==> src/rtl/core_pkg.sv <==
// Shared types and constants for the LEGv8 instruction-fetch front end.
package core_pkg;

    localparam int INSTR_W = 32;
    localparam int ADDR_W  = 64;
    localparam logic [ADDR_W-1:0] PC_INC = 64'd4;

    typedef struct packed {
        logic [ADDR_W-1:0]  pc;
        logic [INSTR_W-1:0] instr;
    } fetch_entry_t;

    // Instruction addresses are always word aligned.
    function automatic logic [ADDR_W-1:0] word_align(input logic [ADDR_W-1:0] addr);
        return addr & ~ADDR_W'(3);
    endfunction

endpackage

==> src/rtl/fetch_queue_stage_if.sv <==
// Fetch-stage signal bundle: redirect, instruction-memory handshake and decode-side queue head.
interface fetch_queue_stage_if;

    logic                         redirect_valid;
    logic [core_pkg::ADDR_W-1:0]  redirect_pc;

    logic                         imem_req_valid;
    logic                         imem_req_ready;
    logic [core_pkg::ADDR_W-1:0]  imem_req_addr;
    logic                         imem_resp_valid;
    logic [core_pkg::INSTR_W-1:0] imem_resp_data;

    logic                         if_valid;
    logic                         if_ready;
    logic [core_pkg::INSTR_W-1:0] if_instr;
    logic [core_pkg::ADDR_W-1:0]  if_pc;
    logic [core_pkg::ADDR_W-1:0]  if_pc_plus4;

    modport master (
        input  redirect_valid, redirect_pc,
        input  imem_req_ready, imem_resp_valid, imem_resp_data,
        input  if_ready,
        output imem_req_valid, imem_req_addr,
        output if_valid, if_instr, if_pc, if_pc_plus4
    );

    modport slave (
        output redirect_valid, redirect_pc,
        output imem_req_ready, imem_resp_valid, imem_resp_data,
        output if_ready,
        input  imem_req_valid, imem_req_addr,
        input  if_valid, if_instr, if_pc, if_pc_plus4
    );

endinterface

==> src/rtl/fetch_queue_stage_fifo.sv <==
// Prefetch queue of {pc, instr} entries; flush empties it and wins over push/pop.
module fetch_fifo
    import core_pkg::*;
#(
    parameter int DEPTH = 4
) (
    input  logic                   clk,
    input  logic                   reset,
    input  logic                   push,
    input  logic                   pop,
    input  logic                   flush,
    input  fetch_entry_t           din,
    output fetch_entry_t           head,
    output logic [$clog2(DEPTH):0] count
);

    localparam int PTR_W = $clog2(DEPTH);

    fetch_entry_t     mem [DEPTH];
    logic [PTR_W-1:0] wr_ptr;
    logic [PTR_W-1:0] rd_ptr;

    // Entry storage is data only; validity is tracked by count.
    always_ff @(posedge clk) begin
        if (push && !flush) begin
            mem[wr_ptr] <= din;
        end
    end

    always_ff @(posedge clk or posedge reset) begin
        if (reset) begin
            wr_ptr <= '0;
            rd_ptr <= '0;
            count  <= '0;
        end else if (flush) begin
            wr_ptr <= '0;
            rd_ptr <= '0;
            count  <= '0;
        end else begin
            if (push) begin
                wr_ptr <= wr_ptr + 1'b1;
            end
            if (pop) begin
                rd_ptr <= rd_ptr + 1'b1;
            end
            case ({push, pop})
                2'b10:   count <= count + 1'b1;
                2'b01:   count <= count - 1'b1;
                default: count <= count;
            endcase
        end
    end

    assign head = mem[rd_ptr];

endmodule

==> src/rtl/fetch_queue_stage.sv <==
// LEGv8 fetch front end: owns the fetch PC, issues one word request at a time and
// queues returned instructions with their PCs for decode.
module fetch_queue_stage
    import core_pkg::*;
#(
    parameter int                DEPTH    = 4,
    parameter logic [ADDR_W-1:0] RESET_PC = 64'h0
) (
    input logic                 clk,
    input logic                 reset,
    fetch_queue_stage_if.master fq
);

    localparam int CNT_W = $clog2(DEPTH) + 1;

    logic [ADDR_W-1:0] fetch_pc;
    logic [ADDR_W-1:0] req_pc;
    logic              outstanding;
    logic              drop;
    logic [CNT_W-1:0]  count;
    logic [CNT_W:0]    used;
    fetch_entry_t      head;
    fetch_entry_t      resp_entry;
    logic              credit_ok;
    logic              req_valid;
    logic              req_fire;
    logic              resp_hit;
    logic              push;
    logic              pop;
    logic              if_valid;

    // The in-flight request already owns a queue slot, so a push can never overflow.
    assign used      = {1'b0, count} + {{CNT_W{1'b0}}, outstanding};
    assign credit_ok = used < (CNT_W + 1)'(DEPTH);

    assign req_valid = !reset && !outstanding && credit_ok && !fq.redirect_valid;
    assign req_fire  = req_valid && fq.imem_req_ready;
    assign resp_hit  = fq.imem_resp_valid && outstanding;
    assign push      = resp_hit && !drop && !fq.redirect_valid;
    assign if_valid  = (count != '0);
    assign pop       = if_valid && fq.if_ready;

    assign resp_entry.pc    = req_pc;
    assign resp_entry.instr = fq.imem_resp_data;

    always_ff @(posedge clk or posedge reset) begin
        if (reset) begin
            fetch_pc    <= RESET_PC;
            outstanding <= 1'b0;
            drop        <= 1'b0;
        end else if (fq.redirect_valid) begin
            fetch_pc <= word_align(fq.redirect_pc);
            if (outstanding) begin
                // A response landing with the redirect is simply discarded;
                // otherwise remember to discard it when it shows up.
                if (fq.imem_resp_valid) begin
                    outstanding <= 1'b0;
                    drop        <= 1'b0;
                end else begin
                    drop <= 1'b1;
                end
            end
        end else if (req_fire) begin
            outstanding <= 1'b1;
            fetch_pc    <= fetch_pc + PC_INC;
        end else if (resp_hit) begin
            outstanding <= 1'b0;
            drop        <= 1'b0;
        end
    end

    always_ff @(posedge clk) begin
        if (req_fire) begin
            req_pc <= fetch_pc;
        end
    end

    fetch_fifo #(
        .DEPTH (DEPTH)
    ) u_fifo (
        .clk   (clk),
        .reset (reset),
        .push  (push),
        .pop   (pop),
        .flush (fq.redirect_valid),
        .din   (resp_entry),
        .head  (head),
        .count (count)
    );

    assign fq.imem_req_valid = req_valid;
    assign fq.imem_req_addr  = fetch_pc;
    assign fq.if_valid       = if_valid;
    assign fq.if_instr       = head.instr;
    assign fq.if_pc          = head.pc;
    assign fq.if_pc_plus4    = head.pc + PC_INC;

endmodule
==> src/flat_wrapper.sv <==
// flat-port wrapper written by rule: the top's interface ports become plain ports
module fetch_queue_stage_flat import core_pkg::*;
#(
    parameter int                DEPTH    = 4,
    parameter logic [ADDR_W-1:0] RESET_PC = 64'h0
)
  (clk, reset, fq_redirect_valid, fq_redirect_pc, fq_imem_req_ready, fq_imem_resp_valid, fq_imem_resp_data, fq_if_ready, fq_imem_req_valid, fq_imem_req_addr, fq_if_valid, fq_if_instr, fq_if_pc, fq_if_pc_plus4);
  fetch_queue_stage_if fq_i ();
  input logic clk;
  input logic reset;
  input wire logic [$bits(fq_i.redirect_valid)-1:0] fq_redirect_valid;
  input wire logic [$bits(fq_i.redirect_pc)-1:0] fq_redirect_pc;
  input wire logic [$bits(fq_i.imem_req_ready)-1:0] fq_imem_req_ready;
  input wire logic [$bits(fq_i.imem_resp_valid)-1:0] fq_imem_resp_valid;
  input wire logic [$bits(fq_i.imem_resp_data)-1:0] fq_imem_resp_data;
  input wire logic [$bits(fq_i.if_ready)-1:0] fq_if_ready;
  output wire logic [$bits(fq_i.imem_req_valid)-1:0] fq_imem_req_valid;
  output wire logic [$bits(fq_i.imem_req_addr)-1:0] fq_imem_req_addr;
  output wire logic [$bits(fq_i.if_valid)-1:0] fq_if_valid;
  output wire logic [$bits(fq_i.if_instr)-1:0] fq_if_instr;
  output wire logic [$bits(fq_i.if_pc)-1:0] fq_if_pc;
  output wire logic [$bits(fq_i.if_pc_plus4)-1:0] fq_if_pc_plus4;
  assign fq_i.redirect_valid = fq_redirect_valid;
  assign fq_i.redirect_pc = fq_redirect_pc;
  assign fq_i.imem_req_ready = fq_imem_req_ready;
  assign fq_i.imem_resp_valid = fq_imem_resp_valid;
  assign fq_i.imem_resp_data = fq_imem_resp_data;
  assign fq_i.if_ready = fq_if_ready;
  assign fq_imem_req_valid = fq_i.imem_req_valid;
  assign fq_imem_req_addr = fq_i.imem_req_addr;
  assign fq_if_valid = fq_i.if_valid;
  assign fq_if_instr = fq_i.if_instr;
  assign fq_if_pc = fq_i.if_pc;
  assign fq_if_pc_plus4 = fq_i.if_pc_plus4;
  fetch_queue_stage #(.DEPTH(DEPTH), .RESET_PC(RESET_PC)) u_core (.clk(clk), .reset(reset), .fq(fq_i));
endmodule
==> config.mk <==
export PLATFORM = sky130hd
export DESIGN_NAME = fetch_queue_stage_flat
export DESIGN_NICKNAME = d
export VERILOG_FILES = /design/src/rtl/core_pkg.sv /design/src/rtl/fetch_queue_stage_if.sv /design/src/rtl/fetch_queue_stage_fifo.sv /design/src/rtl/fetch_queue_stage.sv /design/src/flat_wrapper.sv
export SDC_FILE = /design/constraint.sdc
export NUM_CORES = 1
export LEC_CHECK = 0
export CORE_ASPECT_RATIO = 1.5
export CORE_MARGIN = 8
export CORE_UTILIZATION = 47
export DETAILED_ROUTE_END_ITERATION = 12
export GPL_TIMING_DRIVEN = 0
export PLACE_DENSITY = 0.71
export SETUP_SLACK_MARGIN = 0.4
export SLEW_MARGIN = 10
export SYNTH_ARGS = -nofsm -noshare
export SYNTH_HDL_FRONTEND = slang
export SYNTH_HIERARCHICAL = 1
export SYNTH_SLANG_ARGS = --single-unit
==> constraint.sdc <==
create_clock -name clk -period 10.3 [get_ports clk]
set_input_delay 1.03 -clock clk [delete_from_list [all_inputs] [get_ports clk]]
set_output_delay 1.03 -clock clk [all_outputs]
set_load 0.01 [all_outputs]
# Yosys cells after proc, flatten, opt, wreduce, memory -nomap -nowiden
# Memory sizes are Yosys's and may differ from the RTL's.
# Cells that the tools add are included.
# op_classes
add_sub_neg	7
n_lt_le_gt_ge	1
n_mux	18
n_eq_ne	4
n_reduce_logical	21
# op_table
op	n
$add 64x3->64 const B	2
$mux 64	2
$mux 1	10
$logic_and 1x1->1	9
$reduce_bool 3->1	3
$mux 2	4
$reduce_bool 2->1	4
$pmux 3 s2	1
$add 2x1->2 const B	2
$add 3x1->4	1
$logic_not 1->1	4
$lt 4x3->1 const B	1
$add 3x1->3 const B	1
$mux 3	1
$reduce_and 3->1	1
$sub 3x1->3 const B	1
$eq 2x1->1 const B	1
$eq 2x2->1 const B	1
$ne 2x1->1 const B	1
$ne 2x2->1 const B	1
# word_totals
inputBits	102
n_memories	1
mem_bits_rw	384
out_inout_bits	226
reg_bits	137
wordCells	59
# memory_table
memory	words	word_bits	rd	rd_clocked_by_memory_dff	wr	line_no	rtl
u_core.u_fifo.mem	4	96	1	0	1	fetch_queue_stage_fifo.sv:19	fetch_entry_t mem [DEPTH];

# Longest topological paths before layout
# Gate-level depths: netlist of the first run.
# depth
ltp_word	7
ltp_mapped	9
ltp_nobuf	7

# Cells and area by module
# The synthesis of the first run kept the hierarchy.
# modules_own_cells
mod	n_inst	seq_area_each_um2	area_each_um2	cells_each
fetch_fifo	1	11706.2	14264.9	544
fetch_queue_stage	1	3463.3	7006.7	718

# Worst setup path before layout of the first run
# No wires, ideal clock.
# synth_path
kind	input port to flip-flop
start	input fq_redirect_valid
end	memory u_core/u_fifo/mem[0][0] in the netlist's numbering (enable)
path_buffers	3
setup_ps	466
path_slack_ps	5612
t_required_ps	9834
cell_stages	6
arrival_time_ps	4222
cell_sequence	clkbuf_1 -> clkbuf_1 -> nor3_1 -> buf_2 -> nor2b_1 -> and2_1
# synth_between
elab_chain_cells	5
# synth_lines
element	line_no	rtl
start, declared	flat_wrapper.sv:11	input wire logic [$bits(fq_i.redirect_valid)-1:0] fq_redirect_valid;
$logic_not 1->1	fetch_queue_stage.sv:39	assign push = resp_hit && !drop && !fq.redirect_valid;
$logic_and 1x1->1	fetch_queue_stage.sv:39	
net u_core.push	fetch_queue_stage.sv:28	logic push;
$logic_and 1x1->1	fetch_queue_stage_fifo.sv:25	if (push && !flush) begin
$mux 1	fetch_queue_stage_fifo.sv:25	
$mux 1 (not written as such)	fetch_queue_stage_fifo.sv:26	mem[wr_ptr] <= din;
end, declared	fetch_queue_stage_fifo.sv:19	
# The timed path passes the listed nets, and every way through them passes these cells.

# Final worst setup path of the first run
# layout_path
start	register u_core.u_fifo.rd_ptr[1]
end	output fq_if_pc_plus4[57]
# layout_between
elab_chain_cells	2
# layout_lines
element	line_no	rtl
start, declared	fetch_queue_stage_fifo.sv:21	logic [PTR_W-1:0] rd_ptr;
start signal, assigned	fetch_queue_stage_fifo.sv:44	rd_ptr <= rd_ptr + 1'b1;
$mem_v2 4x96	-	
$add 64x3->64	fetch_queue_stage.sv:96	assign fq.if_pc_plus4 = head.pc + PC_INC;
end, declared	flat_wrapper.sv:22	output wire logic [$bits(fq_i.if_pc_plus4)-1:0] fq_if_pc_plus4;
# Every way passes these cells.

==> results.cfg, run 1 <==
[pwr]
power-per-cell-area_nw_per_um2 = 197
netSwitchingFraction_pct = 26.1
worst_case_vdd_ir_drop_mv = 0.112
combinationalPowerShare_pct = 23.6
share_clk_of_total_power_pct = 30.9
internal-power_mw = 3.93
static-leakage-power_nw = 8.77
power_switching_mw = 1.39
seq_power_share_pct = 45.5

[clocking]
clk_root_buffer_cell = sky130_fd_sc_hd__clkbuf_16
cts.sinks = 517
postCtsHoldBufs = 0
cts_setup_buffers = 0
number_of_gates_resized_after_cts = 0
clock_tree.htree_level_count = 2
cts_made_buffers = 47
cts_tree = built
clock_insertion_delay_worst_skew_ps = 550
path_clk_slew_ps = 70
max_root_sink_buffers = 3

[synth]
yosys_register_bits = 517
postSynth.topFlopCell = sky130_fd_sc_hd__edfxtp_1
syn-instance-count = 1262
number_of_different_library_cells_in_the_post_synthesis_netlist = 53
portion_of_netlist_area_occupied_by_mux_cells_pct = 10.5
synth_top_family_by_area = multiplexers
synthesis.area_um2 = 21300
asyncSetResetFlopFracSynth_pct = 13.7
post_synth.cell_area_avg_um2 = 16.9
synthXorXnorAreaFrac_pct = 3.42
synth_enable_flop_cells = 446
largest_cells_by_area_after_synthesis = sky130_fd_sc_hd__edfxtp_1 (63%), sky130_fd_sc_hd__mux4_2 (10%), sky130_fd_sc_hd__dfrtp_1 (8.4%)
yosys.area.top_type = sky130_fd_sc_hd__edfxtp_1
synth_simple_gate_area_share_pct = 9.56
seq_area_frac_synth_pct = 71.3
post_synth_adder_cell_area_pct = 0.447
ys_warn_count = 6
synth-compound-area-share_pct = 3.17
synth_largest_type_area_fraction_pct = 63.0

[placed_design]
port_buffers = 323
gpl.final_weighted_congestion = 0.971
dpl_cell_area_um2 = 25500
place_worst_setup_slack_ps = 4810
half_perimeter_wire_length_after_detailed_placement_um = 39800

[grt]
grt_first_pass_wirelength_um = 83000
grt_antenna_before_repair = 0
via_count_of_the_first_global_routing_pass = 13377
grt_overflow = 0
global_route.usage.total_pct = 20.7
grt_start_max_net_pins = 48

[cells_and_area]
layout.nets = 1763
layout_commonest_cell = sky130_fd_sc_hd__edfxtp_1
mostFrequentLayoutCells = sky130_fd_sc_hd__edfxtp_1 (446), sky130_fd_sc_hd__clkdlybuf4s50_1 (323), sky130_fd_sc_hd__mux4_2 (96)
fin_area_um2 = 27000
post_route_cells_drive_above_1_share_pct = 12.9
diode_count = 0
syn2layout_area_growth_pct = 26.9
fillers = 3362

[run]
drv.max_cap_violation_count = 0

[route]
drt.antenna.violating_nets = 0
drc = 0
drt_first_iter_violations = 1021
vias_per_cell = 5.80
drt_pass1_iterations = 5
vias = 13157
detail_route.wirelength_um = 55500
wl_per_cell_um = 24.5

[sta]
clock_skew_ps = 14.8
timing.final.crit_share_pct = 58.9
finalCriticalPeriod_ps = 6070
setup-violations-final = 0
timing.hold.ws_ps = 494
clock.fmax_ghz = 0.165
slew_violations = 0
slew_headroom_pct = 21.7
rsz_0062_raised_after_global_routing = no
hold_viol = 0
worst_slack_ps = 4230
totalNegativeSetupSlack_ps = 0
tightestPinTransition_ps = 1160

[setup_path]
worst_setup_path_start_kind = flop
setup.worst_path.class = flop to output pin
worstPathMaxFanout = 10
crit-reg2reg-launch = u_core/fq.imem_req_addr[7]
r2r-end = u_core/fq.imem_req_addr[59]
worst_setup_path_end_kind = output pin
setup.reg_to_reg.worst_slack_ps = 6920
worst_ep_required_time_ps = 9270
timing.reg2reg.worst_path_depth = 5
arrival_ps = 5040
critPathLaunch = u_core/u_fifo/rd_ptr[1]
critPathCapture = fq_if_pc_plus4[57]

[floorplan]
fp.dieArea_um2 = 52500
std_cell_rows = 95
die_width_um = 190
floorplan.die.height_um = 277
floorplan.initialDensity_pct = 47.5
i_o_pin_total = 328
core_region_area_um2 = 44800

[status]
outcome = complete, no violations

[hold_path]
min_path_type = flop to flop
[layout make-up]
type,count,area (um2),area share (%)
buffer,53,287,1.06
inverter,15,60.1,0.223
tap,582,728,2.70
clock inverter,19,155,0.575
sequential,517,15200,56.2
multi-input combinational,686,5820,21.6
clock buffer,61,1280,4.75
timing repair buffer,334,3480,12.9
[registers in the layout (all words and copies together), names as in the netlist]
signal and count:
u_core/drop 1, u_core/fq.imem_req_addr 62, u_core/outstanding 1, u_core/u_fifo/count 3
u_core/req_pc 62, u_core/u_fifo/wr_ptr 2, u_core/u_fifo/mem 384, u_core/u_fifo/rd_ptr 2
[worst min path at each step]
stage / start / endpoint / cells past startpoint
finish: u_core/req_pc[57] / u_core/u_fifo/mem[2][89] / 0
global route: u_core/req_pc[42] / u_core/u_fifo/mem[0][74] / 0
CTS: u_core/req_pc[13] / u_core/u_fifo/mem[0][45] / 0
detailed placement: u_core/req_pc[13] / u_core/u_fifo/mem[1][45] / 0
global placement: u_core/req_pc[52] / u_core/u_fifo/mem[2][84] / 0
floorplan: u_core/req_pc[2] / u_core/u_fifo/mem[0][34] / 0
[per-layer routing]
layer,wire length (um),GRT usage (%)
met5,0,0
met3,2910,3.40
met1,21000,24.3
met2,29500,37.1
met4,2060,8.04
[critical path, stage by stage (launching register included)]
cell and delay, ps:
sky130_fd_sc_hd__dfrtp_1 310, sky130_fd_sc_hd__buf_2 260, sky130_fd_sc_hd__clkbuf_1 580, sky130_fd_sc_hd__mux4_2 410
sky130_fd_sc_hd__nand3_1 170, sky130_fd_sc_hd__nor4_1 610, sky130_fd_sc_hd__nand4_1 750, sky130_fd_sc_hd__nor4_1 600
sky130_fd_sc_hd__xor2_1 190, sky130_fd_sc_hd__clkdlybuf4s50_1 580
[Yosys cell counts, types with 3 or more instances]
master / count
sky130_fd_sc_hd__nand4_1: 45
sky130_fd_sc_hd__a21oi_1: 8
sky130_fd_sc_hd__mux2i_1: 4
sky130_fd_sc_hd__a31oi_1: 26
sky130_fd_sc_hd__nor4_2: 5
sky130_fd_sc_hd__xnor2_1: 45
sky130_fd_sc_hd__nand2_1: 87
sky130_fd_sc_hd__o311ai_0: 11
sky130_fd_sc_hd__dfrtp_1: 71
sky130_fd_sc_hd__nor2_1: 49
sky130_fd_sc_hd__nor3_1: 24
sky130_fd_sc_hd__nor3b_1: 5
sky130_fd_sc_hd__xor2_1: 38
sky130_fd_sc_hd__and2_1: 9
sky130_fd_sc_hd__ha_1: 6
sky130_fd_sc_hd__and3_1: 15
sky130_fd_sc_hd__or4_1: 18
sky130_fd_sc_hd__o211ai_1: 5
sky130_fd_sc_hd__or3_1: 15
sky130_fd_sc_hd__nor4_1: 13
sky130_fd_sc_hd__nand3_1: 62
sky130_fd_sc_hd__nor2b_1: 4
sky130_fd_sc_hd__clkbuf_1: 25
sky130_fd_sc_hd__inv_1: 13
sky130_fd_sc_hd__buf_4: 6
sky130_fd_sc_hd__buf_2: 18
sky130_fd_sc_hd__edfxtp_1: 446
sky130_fd_sc_hd__o31ai_1: 10
sky130_fd_sc_hd__or4b_1: 3
sky130_fd_sc_hd__and4_1: 13
sky130_fd_sc_hd__o21ai_0: 41
sky130_fd_sc_hd__mux4_2: 96
[through the flow]
stage	total power, mW	std cells	utilization (%)
2_1_floorplan	3.09	1271	-
3_3_place_gp	3.72	2176	56.4
5_1_grt	5.50	2267	60.2
6_report	5.31	2267	60.2
4_1_cts	5.37	2267	60.2
3_5_place_dp	3.73	2187	57.0
[power groups by stage]
stage	Combinational [mW]	Clock, mW	Sequential (mW)
finish	1.25	1.64	2.42
global route	1.33	1.75	2.42
CTS	1.28	1.67	2.42
detailed placement	1.27	0	2.46
global placement	1.26	0	2.46
floorplan	0.645	0	2.44
[cells by family after synthesis]
family | Yosys count
AO/OA/AOI/OAI | 108
other | 1
adder cells (fa/ha/maj) | 7
AND/OR/NAND/NOR | 376
multiplexers | 102
XOR/XNOR | 83
flip-flops | 517
buffers and inverters | 68
(Power assumes the default switching activity.)
==> inputs of run 2 (changes only) <==
==> constraint.sdc (replaced) <==
create_clock -name clk -period 5.6 [get_ports clk]
set_input_delay 0.56 -clock clk [delete_from_list [all_inputs] [get_ports clk]]
set_output_delay 0.56 -clock clk [all_outputs]
set_load 0.01 [all_outputs]
==> run 2 against run 1 <==
- setup slack lost 3500 ps
- final cell count increased by 0.22%
- global-route usage about the same
- clock-buffer cell count did not move
- combinational power up 85%
- critical path type unchanged
- sequential share of layout area shrank 0.12 points
- register-to-register slack got worse by 4700 ps
- sequential power grew 84%
==> results.cfg, run 2 (synthesis results as in run 1) <==
[clocking]
path_clk_slew_ps = 70
cts.sinks = 517
cts_tree = built
clock_insertion_delay_worst_skew_ps = 550
max_root_sink_buffers = 3
clock_tree.htree_level_count = 2
clk_root_buffer_cell = sky130_fd_sc_hd__clkbuf_16
cts_made_buffers = 47

[sta]
clock.fmax_ghz = 0.204
slew_headroom_pct = 22.5
worst_slack_ps = 708
setup-violations-final = 0
timing.hold.ws_ps = 444
tightestPinTransition_ps = 1150
rsz_0062_raised_after_global_routing = no
finalCriticalPeriod_ps = 4890
timing.final.crit_share_pct = 87.4
clock_skew_ps = 16.5
slew_violations = 0
hold_viol = 0

[setup_path]
critPathLaunch = u_core/u_fifo/rd_ptr[1]
count_of_buffer_and_inverter_cells_on_the_critical_path = 4
setup.reg_to_reg.worst_slack_ps = 2250
critPathCapture = fq_if_pc_plus4[62]
worstPathMaxFanout = 10
crit_chain = buf_2, buf_2, buf_2, mux4_2, nand4_1, nor4_2, nand4_1, nor4_1, xor2_1, clkdlybuf4s50_1
cp.depth = 10
worst_setup_path_end_kind = output pin
setup.worst_path.class = flop to output pin
worst_path_max_delay_cell = sky130_fd_sc_hd__clkdlybuf4s50_1
crit-reg2reg-launch = u_core/fq.imem_req_addr[7]
timing.reg2reg.worst_path_depth = 5
timing.critical_path.slowest_cell_delay_ps = 560
arrival_ps = 4330
r2r-end = u_core/fq.imem_req_addr[59]
worst_setup_path_start_kind = flop
worst_ep_required_time_ps = 5040
critical-path-top-delay-family = buffers and inverters
critical-path-top-cell-by-count = sky130_fd_sc_hd__buf_2

[cells_and_area]
layout.nets = 1768
max_flop_register = u_core/u_fifo/mem
largest_reg_flops = 384
syn2layout_area_growth_pct = 27.1
post_route_cells_drive_above_1_share_pct = 13.3
fillers = 3358
layout_commonest_cell = sky130_fd_sc_hd__edfxtp_1
multiInputGateArea_um2 = 5830
mostFrequentLayoutCells = sky130_fd_sc_hd__edfxtp_1 (446), sky130_fd_sc_hd__clkdlybuf4s50_1 (323), sky130_fd_sc_hd__mux4_2 (96)
diode_count = 0
post-route-util_pct = 60.3
sequential_cell_area_um2 = 15200

[grt]
via_count_of_the_first_global_routing_pass = 13393
grt_overflow = 0
grt_antenna_before_repair = 0
global_route.usage.total_pct = 20.7
grt_first_pass_wirelength_um = 83100
grt_start_max_net_pins = 48

[route]
wl_per_cell_um = 24.4
drt_pass1_iterations = 5
drt.antenna.violating_nets = 0
drc = 0
drt_first_iter_violations = 996
vias_per_cell = 5.80
vias = 13182
detail_route.wirelength_um = 55500

[placed_design]
place_worst_setup_slack_ps = 583
half_perimeter_wire_length_after_detailed_placement_um = 39800
port_buffers = 323
gpl.final_weighted_congestion = 0.971

[floorplan]
fp.dieArea_um2 = 52500
std_cell_rows = 95
i_o_pin_total = 328
die_width_um = 190
floorplan.initialDensity_pct = 47.5
floorplan.die.height_um = 277
core_region_area_um2 = 44800

[pwr]
netSwitchingFraction_pct = 26.1
combinationalPowerShare_pct = 23.6
power_switching_mw = 2.55
seq_power_share_pct = 45.5
internal-power_mw = 7.22
static-leakage-power_nw = 8.80
finalPower_mw = 9.77
share_clk_of_total_power_pct = 30.9
power-per-cell-area_nw_per_um2 = 361
worst_case_vdd_ir_drop_mv = 0.206

[hold_path]
min_path_type = input pin to asynchronous set/reset pin

[status]
outcome = complete, no violations

[run]
drv.max_cap_violation_count = 0
[run 2: layout make-up]
| cell class | instances | share of cell area [%] |
|---|---|---|
| sequential | 517 | 56.1 |
| buffer | 53 | 1.07 |
| timing repair buffer | 339 | 13.1 |
| clock inverter | 19 | 0.574 |
| multi-input combinational | 686 | 21.5 |
| clock buffer | 61 | 4.74 |
| inverter | 15 | 0.222 |
| tap | 582 | 2.69 |
[run 2: worst min-delay path by stage]
stage                                       end  slack (ps)
floorplan                u_core/u_fifo/count[0]         360
global placement       u_core/u_fifo/mem[2][84]         470
detailed placement     u_core/u_fifo/mem[1][45]         480
CTS                 u_core/fq.imem_req_addr[35]         420
global route        u_core/fq.imem_req_addr[35]         470
finish              u_core/fq.imem_req_addr[35]         440
[run 2: timing repair]
item,CTS,global route
pin swaps,3,1
resized for setup,0,5
hold buffers,0,0
cloned,0,0
endpoints found under the setup margin,24,6
setup buffers,4,1
endpoints found under the hold margin,0,0
[run 2: power by group through the flow]
stage          registers, mW  logic [mW]  clock network [mW]
5_1_grt                 4.46        2.45                3.21
3_3_place_gp            4.52        2.32                   0
3_5_place_dp            4.52        2.34                   0
6_report                4.45        2.31                3.02
4_1_cts                 4.44        2.35                3.08
2_1_floorplan           4.50        1.19                   0
[run 2: per-stage QoR]
stage / area [um2] / cells / TNS, ps
5_1_grt: 27000 / 2272 / 0
2_1_floorplan: 21300 / 1271 / 0
4_1_cts: 27000 / 2271 / 0
3_3_place_gp: 25300 / 2176 / -534550
6_report: 27000 / 2272 / 0
3_5_place_dp: 25500 / 2187 / 0
[run 2: layer usage]
metal / wire length [um] / track usage (%) / share of wire, % / vias to the layer above
li1: - / - / - / 5837
met1: 21000 / 24.4 / 38 / 6699
met2: 29500 / 37.1 / 53 / 524
met3: 2920 / 3.36 / 5.3 / 122
met4: 2010 / 8.04 / 3.6 / 0
met5: 0 / 0 / 0 / -
